## src/rtl/instruction_loader_if.sv

```systemverilog
// ---------------------------------------------------------------------------
// instruction_loader_if
// Bundles the loader's session control, byte stream and memory write port.
//   master : the side that starts sessions, feeds bytes and owns the memory
//            (drives start/base_addr/word_count/byte_in/byte_valid)
//   slave  : the loader itself (drives byte_ready, mem_*, busy, done,
//            words_loaded)
// ---------------------------------------------------------------------------
interface instruction_loader_if #(
   parameter int DATA_WIDTH = 32,
   parameter int ADDR_WIDTH = 8
);
   logic                  start;
   logic [ADDR_WIDTH-1:0] base_addr;
   logic [ADDR_WIDTH:0]   word_count;
   logic [7:0]            byte_in;
   logic                  byte_valid;
   logic                  byte_ready;
   logic                  mem_we;
   logic [ADDR_WIDTH-1:0] mem_addr;
   logic [DATA_WIDTH-1:0] mem_wdata;
   logic                  busy;
   logic                  done;
   logic [ADDR_WIDTH:0]   words_loaded;

   modport master (
      output start, base_addr, word_count, byte_in, byte_valid,
      input  byte_ready, mem_we, mem_addr, mem_wdata, busy, done, words_loaded
   );

   modport slave (
      input  start, base_addr, word_count, byte_in, byte_valid,
      output byte_ready, mem_we, mem_addr, mem_wdata, busy, done, words_loaded
   );
endinterface

```

## src/rtl/instruction_loader.sv

```systemverilog
// ---------------------------------------------------------------------------
// instruction_loader
// Assembles a byte stream (first byte = most significant) into instruction
// words and writes them to consecutive word addresses of an instruction
// memory, starting at base_addr and wrapping modulo 2^ADDR_WIDTH.
// Ports:
//   clk  - clock, all state changes on the rising edge
//   rst  - synchronous active-high reset, highest priority
//   bus  - instruction_loader_if.slave:
//          start/base_addr/word_count : session request (IDLE only)
//          byte_in/byte_valid/byte_ready : byte stream handshake
//          mem_we/mem_addr/mem_wdata  : memory write port (one-cycle strobe)
//          busy/done/words_loaded     : session status
// All outputs are registered; one word takes 4 RECV cycles + 1 WRITE cycle.
// ---------------------------------------------------------------------------
module instruction_loader #(
   parameter int DATA_WIDTH = 32,
   parameter int MEM_DEPTH  = 256,
   parameter int ADDR_WIDTH = 8
) (
   input  logic                 clk,
   input  logic                 rst,
   instruction_loader_if.slave  bus
);

   localparam int BYTES = DATA_WIDTH / 8;
   localparam int IDX_W = $clog2(BYTES);
   localparam int CNT_W = $clog2(MEM_DEPTH) + 1;   // holds 0..MEM_DEPTH

   typedef enum logic [1:0] {IDLE, RECV, WRITE, DONE} state_e;

   state_e                state_q;
   logic [ADDR_WIDTH-1:0] addr_q;
   logic [CNT_W-1:0]      remaining_q;
   logic [ADDR_WIDTH:0]   loaded_q;
   logic [IDX_W-1:0]      idx_q;
   // Only the bytes received before the last one need storage: the final
   // byte is merged straight into mem_wdata on the accepting edge.
   logic [DATA_WIDTH-9:0] word_q;
   logic [DATA_WIDTH-1:0] word_d;

   logic                  byte_ready_q;
   logic                  mem_we_q;
   logic [ADDR_WIDTH-1:0] mem_addr_q;
   logic [DATA_WIDTH-1:0] mem_wdata_q;
   logic                  busy_q;
   logic                  done_q;

   assign word_d = {word_q, bus.byte_in};

   always_ff @(posedge clk) begin
      if (rst) begin
         state_q      <= IDLE;
         addr_q       <= '0;
         remaining_q  <= '0;
         loaded_q     <= '0;
         idx_q        <= '0;
         word_q       <= '0;
         byte_ready_q <= 1'b0;
         mem_we_q     <= 1'b0;
         mem_addr_q   <= '0;
         mem_wdata_q  <= '0;
         busy_q       <= 1'b0;
         done_q       <= 1'b0;
      end else begin
         case (state_q)
            IDLE: begin
               if (bus.start) begin
                  addr_q      <= bus.base_addr;
                  remaining_q <= bus.word_count;
                  loaded_q    <= '0;
                  idx_q       <= '0;
                  busy_q      <= 1'b1;
                  if (bus.word_count == '0) begin
                     state_q <= DONE;
                     done_q  <= 1'b1;
                  end else begin
                     state_q      <= RECV;
                     byte_ready_q <= 1'b1;
                  end
               end
            end
            RECV: begin
               // byte_ready is always 1 here, so byte_valid alone means accept
               if (bus.byte_valid) begin
                  word_q <= word_d[DATA_WIDTH-9:0];
                  if (idx_q == IDX_W'(BYTES - 1)) begin
                     idx_q        <= '0;
                     state_q      <= WRITE;
                     byte_ready_q <= 1'b0;
                     mem_we_q     <= 1'b1;
                     mem_addr_q   <= addr_q;
                     mem_wdata_q  <= word_d;
                  end else begin
                     idx_q <= idx_q + 1'b1;
                  end
               end
            end
            WRITE: begin
               mem_we_q    <= 1'b0;
               addr_q      <= addr_q + 1'b1;   // natural wrap at 2^ADDR_WIDTH
               loaded_q    <= loaded_q + 1'b1;
               remaining_q <= remaining_q - 1'b1;
               if (remaining_q == CNT_W'(1)) begin
                  state_q <= DONE;
                  done_q  <= 1'b1;
               end else begin
                  state_q      <= RECV;
                  byte_ready_q <= 1'b1;
               end
            end
            DONE: begin
               done_q  <= 1'b0;
               busy_q  <= 1'b0;
               state_q <= IDLE;
            end
            default: state_q <= IDLE;
         endcase
      end
   end

   assign bus.byte_ready   = byte_ready_q;
   assign bus.mem_we       = mem_we_q;
   assign bus.mem_addr     = mem_addr_q;
   assign bus.mem_wdata    = mem_wdata_q;
   assign bus.busy         = busy_q;
   assign bus.done         = done_q;
   assign bus.words_loaded = loaded_q;

endmodule

```

## src/flat_wrapper.sv

```systemverilog
// flat-port wrapper written by rule: the top's interface ports become plain ports
module instruction_loader_flat 
#(
   parameter int DATA_WIDTH = 32,
   parameter int MEM_DEPTH  = 256,
   parameter int ADDR_WIDTH = 8
)
  (clk, rst, bus_start, bus_base_addr, bus_word_count, bus_byte_in, bus_byte_valid, bus_byte_ready, bus_mem_we, bus_mem_addr, bus_mem_wdata, bus_busy, bus_done, bus_words_loaded);
  instruction_loader_if #(.DATA_WIDTH(DATA_WIDTH), .ADDR_WIDTH(ADDR_WIDTH)) bus_i ();
  input  logic clk;
  input  logic rst;
  input wire logic [$bits(bus_i.start)-1:0] bus_start;
  input wire logic [$bits(bus_i.base_addr)-1:0] bus_base_addr;
  input wire logic [$bits(bus_i.word_count)-1:0] bus_word_count;
  input wire logic [$bits(bus_i.byte_in)-1:0] bus_byte_in;
  input wire logic [$bits(bus_i.byte_valid)-1:0] bus_byte_valid;
  output wire logic [$bits(bus_i.byte_ready)-1:0] bus_byte_ready;
  output wire logic [$bits(bus_i.mem_we)-1:0] bus_mem_we;
  output wire logic [$bits(bus_i.mem_addr)-1:0] bus_mem_addr;
  output wire logic [$bits(bus_i.mem_wdata)-1:0] bus_mem_wdata;
  output wire logic [$bits(bus_i.busy)-1:0] bus_busy;
  output wire logic [$bits(bus_i.done)-1:0] bus_done;
  output wire logic [$bits(bus_i.words_loaded)-1:0] bus_words_loaded;
  assign bus_i.start = bus_start;
  assign bus_i.base_addr = bus_base_addr;
  assign bus_i.word_count = bus_word_count;
  assign bus_i.byte_in = bus_byte_in;
  assign bus_i.byte_valid = bus_byte_valid;
  assign bus_byte_ready = bus_i.byte_ready;
  assign bus_mem_we = bus_i.mem_we;
  assign bus_mem_addr = bus_i.mem_addr;
  assign bus_mem_wdata = bus_i.mem_wdata;
  assign bus_busy = bus_i.busy;
  assign bus_done = bus_i.done;
  assign bus_words_loaded = bus_i.words_loaded;
  instruction_loader #(.DATA_WIDTH(DATA_WIDTH), .MEM_DEPTH(MEM_DEPTH), .ADDR_WIDTH(ADDR_WIDTH)) u_core (.clk(clk), .rst(rst), .bus(bus_i));
endmodule
```

## config.mk

```make
export PLATFORM = sky130hd
export DESIGN_NAME = instruction_loader_flat
export DESIGN_NICKNAME = d
export VERILOG_FILES = /design/src/rtl/instruction_loader_if.sv /design/src/rtl/instruction_loader.sv /design/src/flat_wrapper.sv
export SDC_FILE = /design/constraint.sdc
export NUM_CORES = 1
export LEC_CHECK = 0
export BUFFER_PORTS_ARGS = -buffer_cell sky130_fd_sc_hd__buf_2
export CORE_MARGIN = 2
export CORE_UTILIZATION = 35
export CTS_BUF_LIST = sky130_fd_sc_hd__clkbuf_16
export DETAILED_ROUTE_END_ITERATION = 10
export HOLD_SLACK_MARGIN = 0.06
export PLACE_DENSITY = 0.64
export SYNTH_ARGS = -nofsm -noshare
export SYNTH_HDL_FRONTEND = slang
export SYNTH_SLANG_ARGS = --single-unit
```

## constraint.sdc

```tcl
create_clock -name clk -period 3.1 [get_ports clk]
set_input_delay 0.31 -clock clk [delete_from_list [all_inputs] [get_ports clk]]
set_output_delay 0.31 -clock clk [all_outputs]
set_load 0.02 [all_outputs]
```

==> impl_metrics.yaml <==
run_status:
  status: "completed"
synthesis:
  ys_seq_area_frac: 0.483
  synth_area_mm2: 0.00406
  syn_inst: 508
  synth_largest_area_cell: "dfxtp_1"
  synth_area_leaders: "dfxtp_1 48%, nand2_1 13%, a21oi_1 9.2%, a211oi_1 3.3%, nor2_1 2.7%"
  synthTopCellsByCount: "140 x nand2_1, 98 x dfxtp_1, 75 x a21oi_1"
  synth_top_area_frac: 0.483
  synth_warnings: 0
  synth-edff-count: 0
  syn_area_per_cell_um2: 7.99
  synthArstFlopShare: 0
  ys_ff_latch: 98
  ys.flop_type: "dfxtp_1"
  post-synth-top-count-cell: "nand2_1"
  synth.distinct_cells: 51
  synthesis.nets: 542
power:
  ir_drop_uv: 231
  powerDensity_mw_per_mm2: 541
  p_leak_uw: 0.00182
sta:
  layout_setup_ws_ns: 0.935
  maxSlewViolCount: 0
  relSlewSlack: 0.324
  rsz0062_at_grt: "false"
  hold_viol: 0
  fin_tns_setup_ns: 0
  worstMarginPinSlew_ns: 1.01
  clock.fmax_ghz: 0.462
  finalSetupViolations: 0
  min_period_over_period: 0.699
  min_period_ns: 2.17
  fin_worst_skew_ns: 0.00604
clocking:
  ctsResizeCount: 0
  clk_latency_ns: 0.34
  clockRootBuffer: "clkbuf_16"
  cts_buffer_depth: 2
  cts_hold_buffers: 0
  cts_tree: "built"
  numCtsBuffers: 9
  clkSinkCount: 98
  postCtsSetupRepairBufs: 0
  htree_num_levels: 3
  clk_pin_slew_ns: 0.07
floorplan:
  start_util: 0.357
  die_area_mm2: 0.0125
  num_rows: 39
  die_w_um: 112
  ios: 82
  core_mm2: 0.0114
  die_y_um: 112
detailed_routing:
  postRouteAntennaNets: 0
  via_per_inst: 5.17
  drt_pre_antenna_iters: 4
  routed_wire_length_per_instance_um: 13.8
  drt-total-wl_mm: 9.88
  vias: 3692
  drc: 0
  drtIter0Drc: 197
global_routing:
  antenna_found_initial: 0
  grt_max_degree: 100
  grt_pass1_vias: 3451
  gr-total-overflow: 0
  grt_pass1_wl_mm: 16.4
  grt_use_total: 0.160
cells_and_area:
  multi_input_area_mm2: 0.00192
  seqCellArea_mm2: 0.00196
  fillerInstances: 1163
  synthToLayoutAreaGrowth_pct: 18.1
  drive_gt1_frac: 0.193
  diodes: 0
  final_nets: 600
  final_util: 0.422
place:
  gp_congestion: 0.837
  portBuffers: 81
  place_ws_ns: 0.985
  dp_hpwl_mm: 6.58
worst_setup_path:
  start_kind: "flip-flop"
  path_class: "flip-flop to flip-flop"
  rr_worst_depth: 4
  cp_max_fo: 26
  worst_setup_path_end_kind: "flip-flop"
  worstPathRequired_ns: 3.36
  worstPathArrival_ns: 2.43
min_path:
  hp-class: "input port to flip-flop"
  whs_path_depth: 3
job:
  maxCapViolations: 0
-- cell families (layout without fill, tap and decap cells) --
kind of cell,after synthesis,after routing,synth area share
buffers and inverters,45,108,0.0456
muxes,1,1,0.00246
xor gates and xnor gates,1,1,0.00216
and+or+nand+nor,220,220,0.243
DFF,98,98,0.483
adders and majority gates,5,5,0.0154
AOI/OAI and AO/OA,138,138,0.208
-- flip-flops by register name (all words and copies together) (netlist names) --
signal	count
u_core.addr_q	8
u_core.bus.busy	1
u_core.bus.byte_ready	1
u_core.bus.done	1
u_core.bus.mem_addr	8
u_core.bus.mem_wdata	32
u_core.bus.mem_we	1
u_core.bus.words_loaded	9
u_core.idx_q	2
u_core.remaining_q	9
u_core.state_q	2
u_core.word_q	24
-- layout make-up --
cell class	instances	area share
Multi-Input combinational cell	365	0.401
Inverter	7	0.00548
Clock buffer	9	0.0469
Timing Repair Buffer	85	0.0913
Clock inverter	7	0.00939
Tap cell	143	0.0373
Sequential cell	98	0.409
-- per-layer routing --
| layer | routed length (µm) | vias up | share of wire | GRT usage |
|---|---|---|---|---|
| met3 | 449 | 11 | 0.045 | 0.0386 |
| met2 | 4370 | 78 | 0.44 | 0.245 |
| li1 | - | 1875 | - | - |
| met4 | 142 | 0 | 0.014 | 0.0617 |
| met1 | 4920 | 1728 | 0.50 | 0.218 |
| met5 | 0 | - | 0 | 0 |
-- where the power goes --
group	internal (µW)	switching [µW]	leakage, µW	total, µW
Sequential	1300	51.6	0.000795	1350
Clock	543	473	0.000134	1020
Combinational	90.1	140	0.000896	230
Total	1930	665	0.00182	2590
-- worst paths after layout --
path / startpoint / endpoint / slack (ns)
worst max-delay path: u_core.state_q[1]$_SDFFE_PP0P_ / u_core.bus.words_loaded[7]$_SDFFE_PP0P_ / 0.93
worst min-delay path: bus_byte_in[4] / u_core.word_q[4]$_SDFFE_PP0P_ / 0.22
worst max register to register: u_core.state_q[1]$_SDFFE_PP0P_ / u_core.bus.words_loaded[7]$_SDFFE_PP0P_ / 0.93
worst min register to register: u_core.bus.mem_wdata[28]$_SDFFE_PP0P_ / u_core.bus.mem_wdata[28]$_SDFFE_PP0P_ / 0.45
-- metrics by stage --
stage               cells  cell area [µm²]  power [µW]  hold WS (ns)
floorplan             508             4060        1530         0.432
finish                714             4800        2590         0.223
CTS                   714             4800        2620         0.216
global route          714             4800        2700         0.221
detailed placement    698             4530        1600         0.445
global placement      698             4530        1600         0.443
-- critical path, cell delays in order (launching register included) --
cell	delay [ns]
dfxtp_1	0.91
nand2b_1	0.59
nor2_1	0.33
nand3_1	0.10
o21ai_0	0.15
-- cells in the final DEF (no fill, tap or decap), types with 5 or more instances in the layout --
cell / n
nor3_1: 6
dfxtp_1: 98
a21oi_1: 75
buf_4: 5
clkbuf_16: 9
ha_1: 5
nand2_1: 140
a211oi_1: 18
buf_2: 80
nand3b_1: 5
o21ai_0: 12
nor2_1: 29
nand3_1: 10
inv_1: 7
Power figures use the tool's default switching activity.
